--- src/rtl/pc_pkg.sv ---
// Shared types and field positions for the program-counter / fetch stage.
package pc_pkg;

    typedef enum logic [1:0] {
        BOOT = 2'd0,
        RUN  = 2'd1,
        HOLD = 2'd2
    } fetch_state_e;

    localparam int unsigned INSTR_BYTES = 4;
    localparam int unsigned COND_LSB    = 5;
    localparam int unsigned COND_MSB    = 23;
    localparam int unsigned UNCOND_MSB  = 25;
    localparam int unsigned BR_SHIFT    = 2;

endpackage

--- src/rtl/pc_fetch_unit_if.sv ---
// Fetch-to-decode handshake: registered {pc, instr} under valid/ready.
interface pc_fetch_unit_if #(
    parameter int unsigned ADDR_W  = 64,
    parameter int unsigned INSTR_W = 32
);
    logic               f_valid;
    logic               f_ready;
    logic [ADDR_W-1:0]  f_pc;
    logic [INSTR_W-1:0] f_instr;

    modport master (output f_valid, output f_pc, output f_instr, input f_ready);
    modport slave  (input f_valid, input f_pc, input f_instr, output f_ready);
endinterface

--- src/rtl/branch_target_calc.sv ---
// Combinational branch target: PC-relative (cond/uncond) or register, plus BR misalignment flag.
module branch_target_calc
    import pc_pkg::*;
#(
    parameter int unsigned ADDR_W  = 64,
    parameter int unsigned INSTR_W = 32
) (
    input  logic [ADDR_W-1:0]  br_pc,
    input  logic [INSTR_W-1:0] br_instr,
    input  logic               br_uncond,
    input  logic               br_reg,
    input  logic [ADDR_W-1:0]  br_reg_val,
    output logic [ADDR_W-1:0]  target_c,
    output logic               misalign_c
);

    logic [ADDR_W-1:0] cond_off;
    logic [ADDR_W-1:0] uncond_off;
    logic [ADDR_W-1:0] offset;
    logic              unused_bits;

    // Opcode bits above the widest offset field carry no target information.
    assign unused_bits = ^br_instr[INSTR_W-1:UNCOND_MSB+1];

    always_comb begin
        cond_off   = ADDR_W'($signed(br_instr[COND_MSB:COND_LSB])) << BR_SHIFT;
        uncond_off = ADDR_W'($signed(br_instr[UNCOND_MSB:0])) << BR_SHIFT;
        offset     = br_uncond ? uncond_off : cond_off;
        // Register target drops its low bits rather than faulting; misalign_c reports it.
        if (br_reg) begin
            target_c = {br_reg_val[ADDR_W-1:BR_SHIFT], BR_SHIFT'(0)};
        end else begin
            target_c = br_pc + offset;
        end
        misalign_c = br_reg & (|br_reg_val[BR_SHIFT-1:0]);
    end

endmodule

--- src/rtl/pc_fetch_unit.sv ---
// Program counter and fetch output register with decode handshake and branch redirect.
module pc_fetch_unit
    import pc_pkg::*;
#(
    parameter int unsigned       ADDR_W    = 64,
    parameter int unsigned       INSTR_W   = 32,
    parameter logic [ADDR_W-1:0] RESET_VEC = '0
) (
    input  logic               clk,
    input  logic               reset,
    output logic [ADDR_W-1:0]  imem_addr,
    input  logic [INSTR_W-1:0] imem_instr,
    pc_fetch_unit_if.master    dec,
    input  logic               br_valid,
    input  logic               br_taken,
    input  logic               br_uncond,
    input  logic               br_reg,
    input  logic [ADDR_W-1:0]  br_pc,
    input  logic [INSTR_W-1:0] br_instr,
    input  logic [ADDR_W-1:0]  br_reg_val,
    output logic               br_misalign
);

    fetch_state_e       state_q;
    logic [ADDR_W-1:0]  pc_q;
    logic               f_valid_q;
    logic [ADDR_W-1:0]  f_pc_q;
    logic [INSTR_W-1:0] f_instr_q;
    logic               misalign_q;

    logic [ADDR_W-1:0]  target_c;
    logic               misalign_c;
    logic               redirect_c;
    logic               capture_c;

    branch_target_calc #(
        .ADDR_W  (ADDR_W),
        .INSTR_W (INSTR_W)
    ) u_target (
        .br_pc      (br_pc),
        .br_instr   (br_instr),
        .br_uncond  (br_uncond),
        .br_reg     (br_reg),
        .br_reg_val (br_reg_val),
        .target_c   (target_c),
        .misalign_c (misalign_c)
    );

    assign redirect_c = br_valid & br_taken;
    assign capture_c  = (state_q != BOOT) & (~f_valid_q | dec.f_ready);

    // Redirect outranks everything; otherwise BOOT idles one cycle, RUN/HOLD capture when the slot frees.
    always_ff @(posedge clk) begin
        if (reset) begin
            state_q    <= BOOT;
            pc_q       <= RESET_VEC;
            f_valid_q  <= 1'b0;
            f_pc_q     <= '0;
            f_instr_q  <= '0;
            misalign_q <= 1'b0;
        end else begin
            misalign_q <= 1'b0;
            if (redirect_c) begin
                state_q    <= RUN;
                pc_q       <= target_c;
                f_valid_q  <= 1'b0;
                misalign_q <= misalign_c;
            end else begin
                case (state_q)
                    BOOT: state_q <= RUN;
                    RUN, HOLD: begin
                        if (capture_c) begin
                            state_q   <= RUN;
                            f_valid_q <= 1'b1;
                            f_pc_q    <= pc_q;
                            f_instr_q <= imem_instr;
                            pc_q      <= pc_q + ADDR_W'(INSTR_BYTES);
                        end else begin
                            state_q <= HOLD;
                        end
                    end
                    default: state_q <= BOOT;
                endcase
            end
        end
    end

    assign imem_addr   = pc_q;
    assign dec.f_valid = f_valid_q;
    assign dec.f_pc    = f_pc_q;
    assign dec.f_instr = f_instr_q;
    assign br_misalign = misalign_q;

endmodule
--- src/flat_wrapper.sv ---
// flat-port wrapper written by rule: the top's interface ports become plain ports
module pc_fetch_unit_flat import pc_pkg::*;
#(
    parameter int unsigned       ADDR_W    = 64,
    parameter int unsigned       INSTR_W   = 32,
    parameter logic [ADDR_W-1:0] RESET_VEC = '0
)
  (clk, reset, imem_addr, imem_instr, br_valid, br_taken, br_uncond, br_reg, br_pc, br_instr, br_reg_val, br_misalign, dec_f_valid, dec_f_pc, dec_f_instr, dec_f_ready);
  pc_fetch_unit_if #(.ADDR_W(ADDR_W), .INSTR_W(INSTR_W)) dec_i ();
  input  logic clk;
  input  logic reset;
  output logic [ADDR_W-1:0] imem_addr;
  input  logic [INSTR_W-1:0] imem_instr;
  input  logic br_valid;
  input  logic br_taken;
  input  logic br_uncond;
  input  logic br_reg;
  input  logic [ADDR_W-1:0] br_pc;
  input  logic [INSTR_W-1:0] br_instr;
  input  logic [ADDR_W-1:0] br_reg_val;
  output logic br_misalign;
  output wire logic [$bits(dec_i.f_valid)-1:0] dec_f_valid;
  output wire logic [$bits(dec_i.f_pc)-1:0] dec_f_pc;
  output wire logic [$bits(dec_i.f_instr)-1:0] dec_f_instr;
  input wire logic [$bits(dec_i.f_ready)-1:0] dec_f_ready;
  assign dec_f_valid = dec_i.f_valid;
  assign dec_f_pc = dec_i.f_pc;
  assign dec_f_instr = dec_i.f_instr;
  assign dec_i.f_ready = dec_f_ready;
  pc_fetch_unit #(.ADDR_W(ADDR_W), .INSTR_W(INSTR_W), .RESET_VEC(RESET_VEC)) u_core (.clk(clk), .reset(reset), .imem_addr(imem_addr), .imem_instr(imem_instr), .dec(dec_i), .br_valid(br_valid), .br_taken(br_taken), .br_uncond(br_uncond), .br_reg(br_reg), .br_pc(br_pc), .br_instr(br_instr), .br_reg_val(br_reg_val), .br_misalign(br_misalign));
endmodule
--- config.mk ---
export PLATFORM = sky130hd
export DESIGN_NAME = pc_fetch_unit_flat
export DESIGN_NICKNAME = d
export VERILOG_FILES = /design/src/rtl/pc_pkg.sv /design/src/rtl/pc_fetch_unit_if.sv /design/src/rtl/branch_target_calc.sv /design/src/rtl/pc_fetch_unit.sv /design/src/flat_wrapper.sv
export SDC_FILE = /design/constraint.sdc
export NUM_CORES = 1
export LEC_CHECK = 0
export ABC_AREA = 1
export CAP_MARGIN = 25
export CORE_UTILIZATION = 35
export DETAILED_ROUTE_END_ITERATION = 8
export SLEW_MARGIN = 10
export SYNTH_ARGS = -nofsm -noshare
export SYNTH_HDL_FRONTEND = slang
export SYNTH_SLANG_ARGS = --single-unit
--- constraint.sdc ---
create_clock -name clk -period 3.23 [get_ports clk]
set_clock_uncertainty 0.05 [all_clocks]
set_input_delay 0.646 -clock clk [delete_from_list [all_inputs] [get_ports clk]]
set_output_delay 0.646 -clock clk [all_outputs]
set_load 0.01 [all_outputs]
==> Yosys cells after proc, flatten, opt, wreduce, memory -nomap -nowiden <==
Cells that the tools add are included.
{ "word_totals": {"wordCells": 36, "regBits": 164, "output_inout_bits": 162} }
{ "op_classes": {"n_addsub": 2, "bitwise_logic": 6, "n_mux": 8, "n_reduce_logical": 11, "eq_ne": 2} }
{ "ops": {"columns": ["cell", "count"], "rows": [
  ["$mux 64", 5],
  ["$add 64x3->64 const B", 1],
  ["$add 64x64->64", 1],
  ["$reduce_or 2->1", 4],
  ["$reduce_bool 2->1", 3],
  ["$pmux 2 s2", 1],
  ["$reduce_and 2->1", 2],
  ["$and 1x1->1", 3],
  ["$reduce_and 3->1", 1],
  ["$eq 2x1->1 const B", 1],
  ["$eq 2x2->1 const B", 1],
  ["$logic_not 2->1", 1],
  ["$mux 2", 1],
  ["$not 1->1", 2],
  ["$mux 1", 1],
  ["$or 1x1->1", 1]
]} }

==> Longest topological paths before layout <==
Gate-level depths: netlist of the first run.
{ "depth": {"ltp_word": 6, "ltp_mapped": 22, "mapped_depth_nobuf": 20} }

==> By module <==
Synthesis of the first run repeated with hierarchy kept, for this count alone.
{ "hier_totals": {"hier_cells": 2703, "hier_area_um2": 14895.5} }
{ "modules_own_cells": {"columns": ["module", "cells_per_inst", "area_each_um2", "instances", "seq_area_each_um2"], "rows": [
  ["pc_fetch_unit", 1271, 8325.5, 1, 3283.1],
  ["branch_target_calc", 1432, 6570.1, 1, 0.0]
]} }

==> Worst setup path before layout of the first run <==
OpenSTA, ideal clock, no wires.
{ "synth_path": {"kind": "input-to-reg", "start": "in br_uncond", "end": "reg u_core.pc_q[60], in the netlist u_core.imem_addr[60]", "slack_ns": -0.286, "path_stages": 19, "setup_ns": 0.109, "t_required_ns": 3.071, "arrival_time_ns": 3.357, "n_path_buf": 1, "path_cell_list": "buf_2 > clkinv_1 > nand2_1 > nand2_1 > ha_1 > nand2_1 > inv_1 > a21oi_1 > nand2_1 > nand2_1 > nand2_1 > a21oi_1 > nand2_1 > nand2_1 > nand3_1 > nand2_1 > nand3_1 > nand2_1 > inv_1"} }
{ "synth_via": {"elab_chain_len": 4} }
{ "synth_rtl": {"columns": ["item", "line_no", "rtl"], "rows": [
  ["start: declaration", "flat_wrapper.sv:16", "input logic br_uncond;"],
  ["$mux 64", "branch_target_calc.sv:28", "offset = br_uncond ? uncond_off : cond_off;"],
  ["$add 64x64->64", "branch_target_calc.sv:33", "target_c = br_pc + offset;"],
  ["$mux 64", "branch_target_calc.sv:30", "if (br_reg) begin"],
  ["$mux 64", "pc_fetch_unit.sv:63", "if (redirect_c) begin"],
  ["end signal: assignment", "pc_fetch_unit.sv:65", "pc_q <= target_c;"],
  ["end signal: assignment", "pc_fetch_unit.sv:77", "pc_q <= pc_q + ADDR_W'(INSTR_BYTES);"],
  ["end: declaration", "pc_fetch_unit.sv:25", "logic [ADDR_W-1:0] pc_q;"]
]} }
No other way between the ends.
A chain may end at the register's enable or synchronous reset.

==> Worst setup path in the final report of the first run <==
{ "layout_path": {"start": "in br_instr[23]", "end": "reg u_core.pc_q[57], in the netlist u_core.imem_addr[57]"} }
{ "layout_via": {"elab_chain_len": 4} }
{ "layout_rtl": {"columns": ["item", "line_no", "rtl"], "rows": [
  ["start: declaration", "flat_wrapper.sv:19", "input logic [INSTR_W-1:0] br_instr;"],
  ["$mux 64", "branch_target_calc.sv:28", null],
  ["$add 64x64->64", "branch_target_calc.sv:33", null],
  ["$mux 64", "branch_target_calc.sv:30", null],
  ["$mux 64", "pc_fetch_unit.sv:63", null]
]} }
No other way between the ends.

==> results.yml, run 1 <==
cts:
  cts_tree: "yes"
  clockBufferDepth: 2
  htreeDepth: 4
  clkTransAtPathRegs_ns: 0.07
  cts_buffers: 17
  cts_num_sinks: 164
  cts_root_buf: "clkbuf_16"
  clkLatencyLatePin_ns: 0.44
power_and_ir_drop:
  powerDensity_nw_per_um2: 410
  p_total_w: 0.00851
  ir_drop_uv: 346
  p_leak_nw: 9.52
yosys:
  ys.flop_type: "dfxtp_1"
  ys_ff_latch: 164
  synth_area_um2: 14000
  synth-edff-count: 0
  synth_area_per_cell_um2: 5.77
  synth_fp_nets: 2687
  ys_seq_area_share_pct: 23.5
  async_flop_share_pct: 0
  synth_cells: 2423
  synth_cell_type_count: 44
  ys_warn_count: 0
global_route:
  use_met1_pct: 44.4
  grt_use_met3_pct: 3.35
  grt_use_total_pct: 31.4
  grt_start_max_net_pins: 106
  grt_antenna_before_repair: 0
  grt_pass1_vias: 16700
  met2_usage_pct: 50.7
  grt_overflow: 0
  grt-busiest-layer: "met2"
  grt_pass1_wl_um: 98100
die:
  die_h_um: 202
  ios: 361
  rows: 72
  die-area_um2: 40800
  initial_utilization_pct: 35.9
  fp.dieW_um: 202
  core_um2: 39000
worst_setup_path:
  cp.arrival_ns: 3.44
  critPathMaxFanout: 15
  cp_num_buf_inv: 4
  crit_family: "buffers and inverters"
  required_ns: 3.50
  crit_top_cell: "nand2_1"
  worst_setup_path_start_kind: "input pin"
  path_cells: "clkdlybuf4s50_1 > nand2_2 > nand2_4 > bufbuf_16 > ha_4 > nand2_1 > buf_4 > o21ai_0 > buf_4 > a21o_1 > a21oi_1 > nand3_1 > nand2_1 > nand3_1 > nand2_1 > a21oi_2"
  ff2ff_setup_slack_ns: 0.79
  end_kind: "flop"
  slowest_stage: "clkdlybuf4s50_1"
  path_class: "in2reg"
  critPathMaxStageDelay_ns: 0.53
run:
  maxCapViolCount: 0
route:
  vias: 17500
  drt-pass1-iter-count: 6
  viasPerCell: 5.03
  drt_iter0_markers: 1387
  wirelength_um: 65100
  drc: 0
  wl_per_cell_um: 18.7
  drt.antenna.violating_nets: 0
finish:
  design_area_um2: 20700
  layout_common_cells: "nand2_1, clkdlybuf4s50_1, nor2_1"
  utilization_pct: 53.2
  n_fill_cell: 4012
  final_common_cell: "nand2_1"
  syn_to_final_growth_pct: 48.3
  nNetsFinal: 3211
  antennaDiodeCount: 0
  layout-drive-gt1-share_pct: 14.5
sta:
  period_share_pct: 98.0
  max_slew_margin_pct: 49.7
  worstMarginPinSlew_ns: 0.749
  setup_viol: 0
  max_freq_mhz: 316
  fin_crit_ns: 3.16
  finalHoldViolCount: 0
  rsz0062_at_grt: "yes"
  slew_violations: 0
  final.setup.tns_ns: 0
placed_design:
  io_buffers: 354
  dpl.hpwl_um: 53600
  placed_cell_area_um2: 19700
  gp_congestion: 0.966
run_status:
  status: "finished clean"
min_path:
  hold_path_class: "reg2reg"
[cells in the mapped netlist (3+ instances only)]
cell      instances  share of area, %
a21oi_1         172               6.2
and2_1            7              0.31
buf_1             3             0.080
buf_2            18              0.64
clkbuf_1         57               1.5
dfxtp_1         164                23
ha_1             64               5.7
inv_1           318               8.5
inv_2            23              0.62
nand2_1         627                17
nand2_2          13              0.58
nand3_1         101               3.6
nand4_1          28               1.3
nor2_1          354               9.5
nor2_2           18              0.80
nor2_4            4              0.32
nor3_1           32               1.1
nor3_2           12              0.86
nor4_1            3              0.13
o211ai_1         13              0.70
o21ai_0         253               9.1
o21ai_1          16              0.57
o21bai_1         17              0.91
o22ai_1           3              0.13
xnor2_1           7              0.44
xor2_1           72               4.5
[stage by stage]
step	hold WS (ns)	std cells	setup slack [ns]
after global placement	0.408	3442	-0.630
after CTS	0.422	3476	0.0516
after detailed placement	0.419	3442	-0.642
after global routing	0.448	3478	-0.0639
after floorplan	0.438	2423	0.0694
final	0.425	3478	0.0656
[registers in the layout (all words and copies together), names as in the netlist]
signal,count
u_core.imem_addr,64
u_core.dec.f_pc,64
u_core.br_misalign,1
u_core.state_q,2
u_core.dec.f_instr,32
u_core.dec.f_valid,1
[tightest hold or removal path: cells and delay by family, from the launching register on]
family                 cells  cell delay, ns
flip-flops                 1            0.31
AO/OA/AOI/OAI              1            0.06
buffers and inverters      1            0.06
[power breakdown]
group          leakage [nW]  internal, W  switching (W)  total [W]
sequential             1.35      0.00232       0.000296    0.00261
clock                 0.278      0.00109       0.000961    0.00205
combinational          7.90      0.00176        0.00209    0.00385
total                  9.52      0.00516        0.00335    0.00851
[per-layer routing]
metal,part of all wire (%),routed length [um],vias to the layer above
met2,45,29200,605
met4,2.2,1450,0
met5,0,0,-
met1,47,30500,8077
met3,6.1,3980,69
li1,-,-,8745
[kinds of logic (layout without fill, tap and decap cells)]
group	Yosys count	in the layout	share of synthesized area, %
DFF	164	164	23.5
adders and majority gates	65	65	5.87
buffers and inverters	422	959	11.5
and+or+nand+nor	1207	1207	36.0
xor gates and xnor gates	79	79	4.95
AOI/OAI and AO/OA	486	486	18.2
[cell type report]
cell class	instances	area (um2)	area share, %
multi-input cells	1837	9550	46.0
repair buffers	585	5400	26.0
flip-flops and latches	164	3280	15.8
inverters	342	1290	6.20
well taps	518	648	3.12
clock buffers	18	429	2.07
clock inverters	14	146	0.706
[what timing repair did]
item | in CTS | in global routing
setup endpoints to repair | 29 | 28
hold buffers | 0 | 0
resized for setup | 34 | 69
cloned | 1 | 0
pin swaps | 1 | 7
setup buffers | 1 | 2
[worst paths after layout]
| kind | from | to | cells after the start |
|---|---|---|---|
| hold reg to reg | u_core.imem_addr[1] | u_core.dec.f_pc[1] | 2 |
| setup / recovery | br_instr[23] | u_core.imem_addr[57] | 16 |
| setup reg to reg | u_core.imem_addr[40] | u_core.imem_addr[48] | 10 |
| hold / removal | u_core.imem_addr[1] | u_core.dec.f_pc[1] | 2 |
(Power assumes the default switching activity.)
==> run 2: changes to the inputs <==
CAP_MARGIN = 20   (was 25)
==> results of run 2 <==
Final layout, timing and power as in run 1 (identical DEF).
